**config.mk**
```make
export PLATFORM = sky130hd
export DESIGN_NAME = fetch_queue_unit
export DESIGN_NICKNAME = d
export VERILOG_FILES = /design/src/rtl/fetch_pkg.sv /design/src/rtl/fetch_fifo.sv /design/src/rtl/fetch_queue_unit.sv
export SDC_FILE = /design/constraint.sdc
export NUM_CORES = 1
export LEC_CHECK = 0
export ABC_CLOCK_PERIOD_IN_PS = 5500
export CORE_MARGIN = 5
export CORE_UTILIZATION = 59
export CTS_BUF_LIST = sky130_fd_sc_hd__clkbuf_4
export DETAILED_ROUTE_END_ITERATION = 10
export PLACE_DENSITY = 0.82
export SLEW_MARGIN = 25
export SYNTH_ARGS = -nofsm -noshare
export SYNTH_HDL_FRONTEND = slang
export SYNTH_SLANG_ARGS = --single-unit
```
**constraint.sdc**
```tcl
create_clock -name clk -period 5.5 [get_ports clk]
set_input_delay 0.55 -clock clk [delete_from_list [all_inputs] [get_ports clk]]
set_output_delay 0.55 -clock clk [all_outputs]
set_load 0.03 [all_outputs]
```
**src/rtl/fetch_pkg.sv**
```systemverilog
// Shared types and constants for the fetch front-end.
// Entry format pairs each fetched instruction with the PC it was fetched from.
package fetch_pkg;

  localparam int XLEN = 32;
  localparam logic [XLEN-1:0] INST_NOP = 32'h0000_0013;

  typedef struct packed {
    logic [XLEN-1:0] inst;
    logic [XLEN-1:0] pc;
  } fetch_entry_t;

  function automatic logic [XLEN-1:0] align_word(input logic [XLEN-1:0] addr);
    return {addr[XLEN-1:2], 2'b00};
  endfunction

endpackage

```
**src/rtl/fetch_fifo.sv**
```systemverilog
// Circular FIFO with synchronous flush; head is read combinationally, 1-cycle write-to-visible.
// Pushes when full and pops when empty are ignored; flush wins over push and pop.
module fetch_fifo #(
  parameter int WIDTH = 32,
  parameter int DEPTH = 4
) (
  input  logic                       clk,
  input  logic                       rst_n,
  input  logic                       i_flush,
  input  logic                       i_push,
  input  logic [WIDTH-1:0]           i_push_dat,
  input  logic                       i_pop,
  output logic [WIDTH-1:0]           o_head_dat,
  output logic [$clog2(DEPTH+1)-1:0] o_count
);

  localparam int AW = $clog2(DEPTH);
  localparam int CW = $clog2(DEPTH+1);

  logic [WIDTH-1:0] r_mem [DEPTH];
  logic [AW:0]      r_wptr;
  logic [AW:0]      r_rptr;
  logic             w_empty;
  logic             w_full;
  logic             w_do_push;
  logic             w_do_pop;

  // Extra wrap bit distinguishes full from empty when the indices match.
  assign w_empty   = (r_wptr == r_rptr);
  assign w_full    = (r_wptr[AW-1:0] == r_rptr[AW-1:0]) && (r_wptr[AW] != r_rptr[AW]);
  assign w_do_push = i_push && !w_full;
  assign w_do_pop  = i_pop && !w_empty;

  always_ff @(posedge clk or negedge rst_n) begin
    if (!rst_n) begin
      r_wptr <= '0;
      r_rptr <= '0;
    end else if (i_flush) begin
      r_wptr <= '0;
      r_rptr <= '0;
    end else begin
      if (w_do_push) r_wptr <= r_wptr + 1'b1;
      if (w_do_pop)  r_rptr <= r_rptr + 1'b1;
    end
  end

  always_ff @(posedge clk) begin
    if (w_do_push && !i_flush) r_mem[r_wptr[AW-1:0]] <= i_push_dat;
  end

  assign o_head_dat = r_mem[r_rptr[AW-1:0]];
  assign o_count    = CW'(r_wptr - r_rptr);

endmodule

```
**src/rtl/fetch_queue_unit.sv**
```systemverilog
// Fetch stage: sequential PC generation, credit-limited imem requests, in-order instruction queue to decode.
// Request accept N -> response N+1 -> inst_valid N+2; redirects flush and drop in-flight responses.
module fetch_queue_unit
  import fetch_pkg::*;
#(
  parameter int              DEPTH    = 4,
  parameter logic [XLEN-1:0] RESET_PC = '0
) (
  input  logic            clk,
  input  logic            rst_n,
  output logic            imem_req_valid,
  input  logic            imem_req_ready,
  output logic [XLEN-1:0] imem_addr,
  input  logic            imem_resp_valid,
  input  logic [XLEN-1:0] imem_resp_data,
  input  logic            redirect_valid,
  input  logic [XLEN-1:0] redirect_pc,
  output logic            inst_valid,
  input  logic            inst_ready,
  output logic [XLEN-1:0] inst,
  output logic [XLEN-1:0] inst_pc
);

  localparam int CW = $clog2(DEPTH+1);

  logic [XLEN-1:0] r_pc;
  logic [CW-1:0]   r_outstanding;
  logic [CW-1:0]   r_drop_cnt;
  logic [CW-1:0]   w_q_count;
  logic [CW-1:0]   w_pcq_count;
  logic [CW:0]     w_inflight;
  logic            w_credit;
  logic            w_req_fire;
  logic            w_resp_keep;
  logic            w_q_empty;
  logic            w_q_pop;
  logic [XLEN-1:0] w_req_pc;
  fetch_entry_t    w_push_entry;
  fetch_entry_t    w_head;
  logic            w_unused;

  // Reserving a queue slot per outstanding request guarantees every kept response has room.
  assign w_inflight     = {1'b0, w_q_count} + {1'b0, r_outstanding};
  assign w_credit       = w_inflight < (CW+1)'(DEPTH);
  assign imem_req_valid = rst_n && !redirect_valid && w_credit;
  assign imem_addr      = r_pc;
  assign w_req_fire     = imem_req_valid && imem_req_ready;
  assign w_resp_keep    = imem_resp_valid && !redirect_valid && (r_drop_cnt == '0);

  assign w_q_empty    = (w_q_count == '0);
  assign inst_valid   = !w_q_empty;
  assign w_q_pop      = inst_valid && inst_ready;
  assign inst         = w_q_empty ? '0 : w_head.inst;
  assign inst_pc      = w_q_empty ? '0 : w_head.pc;
  assign w_push_entry = '{inst: imem_resp_data, pc: w_req_pc};
  assign w_unused     = ^w_pcq_count;

  fetch_fifo #(.WIDTH($bits(fetch_entry_t)), .DEPTH(DEPTH)) u_inst_q (
    .clk        (clk),
    .rst_n      (rst_n),
    .i_flush    (redirect_valid),
    .i_push     (w_resp_keep),
    .i_push_dat (w_push_entry),
    .i_pop      (w_q_pop),
    .o_head_dat (w_head),
    .o_count    (w_q_count)
  );

  // Holds the PC of each non-dropped request until its response returns.
  fetch_fifo #(.WIDTH(XLEN), .DEPTH(DEPTH)) u_pc_q (
    .clk        (clk),
    .rst_n      (rst_n),
    .i_flush    (redirect_valid),
    .i_push     (w_req_fire),
    .i_push_dat (r_pc),
    .i_pop      (w_resp_keep),
    .o_head_dat (w_req_pc),
    .o_count    (w_pcq_count)
  );

  always_ff @(posedge clk or negedge rst_n) begin
    if (!rst_n) begin
      r_pc          <= RESET_PC;
      r_outstanding <= '0;
      r_drop_cnt    <= '0;
    end else if (redirect_valid) begin
      // Everything still in flight after this cycle belongs to the squashed path.
      r_pc          <= align_word(redirect_pc);
      r_outstanding <= r_outstanding - CW'(imem_resp_valid);
      r_drop_cnt    <= r_outstanding - CW'(imem_resp_valid);
    end else begin
      if (w_req_fire) r_pc <= r_pc + 32'd4;
      r_outstanding <= r_outstanding + CW'(w_req_fire) - CW'(imem_resp_valid);
      if (imem_resp_valid && (r_drop_cnt != '0)) r_drop_cnt <= r_drop_cnt - CW'(1);
    end
  end

endmodule

```
==> impl_metrics.yaml <==
detailed_routing:
  detail_route.wirelength_mm: 33.3
  detail_routed_net_length_per_standard_cell_um: 20.7
  initialDrtViolationCount: 722
  vias: 9213
  detailedRoute.firstPassIterationCount: 5
  drt.antenna.violating_nets: 0
  post-route-drc-count: 0
  drt-vias-per-instance: 5.73
synth:
  syn_area_per_cell_um2: 18.6
  synthesis.yosys.warnings: 0
  synth_ff_type: "sky130_fd_sc_hd__edfxtp_1"
  yosys.cell_types.count: 56
  synth_top_area_cell: "sky130_fd_sc_hd__edfxtp_1"
  ys_top_cells_by_area: "sky130_fd_sc_hd__edfxtp_1 (66%), sky130_fd_sc_hd__mux4_2 (12%), sky130_fd_sc_hd__dfrtp_1 (7.2%)"
  synth_top_cell_area_share: 0.658
  post_synth_instance_area_um2: 16800
  yosys.cell_count.top_type: "sky130_fd_sc_hd__edfxtp_1"
  ys_async_sr_fraction: 0.115
  synth_seq_cells: 416
  synth_cells: 904
  number_of_synthesized_flops_with_an_enable_pin: 368
  synth_sequential_area_ratio: 0.729
  yosys-top-cells-count: "sky130_fd_sc_hd__edfxtp_1 (368), sky130_fd_sc_hd__mux4_2 (92), sky130_fd_sc_hd__nor2b_1 (63)"
layout:
  stdcell_area_um2: 20200
  area_delta_synth_final_pct: 20.2
  finalNetCount: 1236
  final_layout_size_suffix_gt1_frac: 0.243
timing:
  worst_pin_slew_ns: 0.971
  fin_crit_sh: 0.835
  max_slew_margin: 0.353
  final.min_clock_period_ns: 4.59
  fin_tns_setup_ns: 0
  finalMaxSlewViolations: 0
  report.final.hold_viol_count: 0
  final.setup_skew_ns: 0.0473
  setup_repair_after_global_routing_missed_its_margin: "no"
  timing.fmax_mhz: 218
  fin_hold_ws_ns: 0.357
  finalSetupViolations: 0
floorplan:
  core_um2: 27900
  die-area_um2: 31900
  initial_utilization: 0.601
  die-width_um: 179
  floorplan.rows: 61
  die_extent_in_y_um: 179
  io_pins: 168
worst_setup_path:
  cp_data_required_time_ns: 4.95
  timing.critical_path.cells: "ha_1, inv_1, fa_1, xnor3_1, ha_1, nor4b_1, and3_1, clkdlybuf4s50_1"
  cp_common_cell: "sky130_fd_sc_hd__ha_1"
  worstSetupEndpointType: "primary output"
  critPathKind: "reg -> out"
  worst_setup_path_start_kind: "register"
  ff2ff_setup_slack_ns: 1.19
  critPathMaxStageDelay_ns: 0.72
  critical_path.startpoint: "u_inst_q.r_rptr[0]$_DFFE_PN0P_"
  reg2reg_from: "u_inst_q.r_rptr[0]$_DFFE_PN0P_"
  crit_arrival_ns: 4.04
  cp_slowest_cell: "sky130_fd_sc_hd__clkdlybuf4s50_1"
  crit_path_max_fanout: 15
global_route:
  grt_pass1_vias: 9955
  antenna_violations_before_repair: 1
  grt.overflow.total: 0
  first_pass_grt_wire_length_mm: 53.0
  gr-usage-all-layers: 0.218
  grt_start_max_net_pins: 67
clock_network:
  clock_tree.root_cell: "sky130_fd_sc_hd__clkbuf_4"
  cts-buffers-inserted: 100
  clock_pin_slew_of_the_registers_on_the_worst_case_setup_and_hold_paths_ns: 0.06
  cts_sinks: 416
  cts.repair_timing.setup_buffer_count: 0
  max-clock-path-buffers: 3
  insertion_delay_ns: 0.73
  tritoncts: "yes"
  cts_htree_levels: 3
outcome:
  outcome: "finished, final reports clean"
placed_design:
  routability_congestion_estimate: 0.846
  placed_cell_area_um2: 18900
  port_buffer_count: 161
  detailed_place_hpwl_mm: 20.3
pwr:
  total_power_w: 0.00744
  power_density_nw_per_um2: 369
  leakagePower_nw: 6.75
  irDropWorstVdd_v: 0.000166
hold_path:
  min-delay-path-class: "in -> reg"
  worst_hold_startpoint: "redirect_valid"
run:
  drv_cap: 0
## final timing paths
check	endpoint	cells after the start
max in group asynchronous	u_inst_q.r_rptr[0]$_DFFE_PN0P_	3
min in group asynchronous	imem_addr[3]$_DFFE_PN0N_	3
worst max-delay path	imem_req_valid	8
worst min register to register	r_outstanding[2]$_DFF_PN0_	1
worst min-delay path	u_pc_q.r_rptr[2]$_DFFE_PN0P_	2
worst max register to register	r_outstanding[2]$_DFF_PN0_	15
## cell families after synthesis
logic type / Yosys count / share of synthesized area
xor gates and xnor gates: 20 / 0.0112
and+or+nand+nor: 208 / 0.0692
adders and majority gates: 23 / 0.0180
muxes: 99 / 0.128
DFF: 416 / 0.729
AOI/OAI and AO/OA: 67 / 0.0261
buffers and inverters: 70 / 0.0178
other: 1 / 0.000223
## through the flow
stage           util  instances  worst slack [ns]
2_1_floorplan      -        907             0.914
3_3_place_gp   0.675       1418              1.27
3_5_place_dp   0.675       1418              1.17
4_1_cts        0.723       1606             0.821
5_1_grt        0.723       1607             0.649
6_report       0.723       1607             0.906
## layout by cell type (no fill, tap or decap), types with 9 or more instances in the layout
cell type and n:
sky130_fd_sc_hd__clkinv_1 26, sky130_fd_sc_hd__xnor2_1 9, sky130_fd_sc_hd__and3_1 10, sky130_fd_sc_hd__nor2_1 19, sky130_fd_sc_hd__nand2_1 43, sky130_fd_sc_hd__ha_1 21, sky130_fd_sc_hd__clkdlybuf4s50_1 159, sky130_fd_sc_hd__nor2b_1 63
sky130_fd_sc_hd__clkbuf_4 149, sky130_fd_sc_hd__buf_4 18, sky130_fd_sc_hd__o21ai_0 27, sky130_fd_sc_hd__xor2_1 10, sky130_fd_sc_hd__inv_1 20, sky130_fd_sc_hd__nand3_1 23, sky130_fd_sc_hd__edfxtp_1 368, sky130_fd_sc_hd__dfrtp_1 44
sky130_fd_sc_hd__mux4_2 92, sky130_fd_sc_hd__nand4_1 13
## power by group
part	switching [W]	internal, W	total [W]	leakage (nW)
Combinational	0.000724	0.000516	0.00124	2.05
Clock	0.00116	0.00130	0.00246	0.783
Sequential	0.000130	0.00361	0.00374	3.92
Total	0.00202	0.00542	0.00744	6.75
## sequential cells by signal (all words and copies together), names as in the netlist
name and count:
u_pc_q.r_mem 120, r_drop_cnt 3, r_outstanding 3, u_pc_q.r_rptr 3, u_inst_q.r_rptr 3, u_pc_q.r_wptr 3
u_inst_q.r_mem 248, u_inst_q.r_wptr 3, imem_addr 30
## final cells by class
| type | count | area [µm²] |
|---|---|---|
| Timing Repair Buffer | 183 | 1800 |
| Clock buffer | 149 | 1120 |
| Fill cell | 1751 | 7750 |
| Inverter | 21 | 78.8 |
| Antenna cell | 1 | 2.50 |
| Multi-Input combinational cell | 421 | 4270 |
| Clock inverter | 38 | 193 |
| Sequential cell | 416 | 12300 |
| Tap cell | 378 | 473 |
## metal layers
layer,share of wire,routed length [µm],vias to the layer above,global-route usage
met2,0.50,16600,469,0.361
met5,0,0,-,0
met3,0.086,2850,50,0.0462
met4,0.021,685,0,0.0774
met1,0.39,13100,4560,0.291
li1,-,-,4134,-
## timing repair
action                                 in CTS  in global routing
hold buffers                                1                  0
resized for setup                           0                  0
endpoints found under the hold margin      48                  0
## critical path, delay by kind of cell (launching register included)
kind          cells  cell delay [ns]
xor+xnor          1             0.41
fa+ha+maj         3             0.84
buf+inv           2             0.77
flops             1             0.61
simple gates      2             0.73
(Power assumes the default switching activity.)
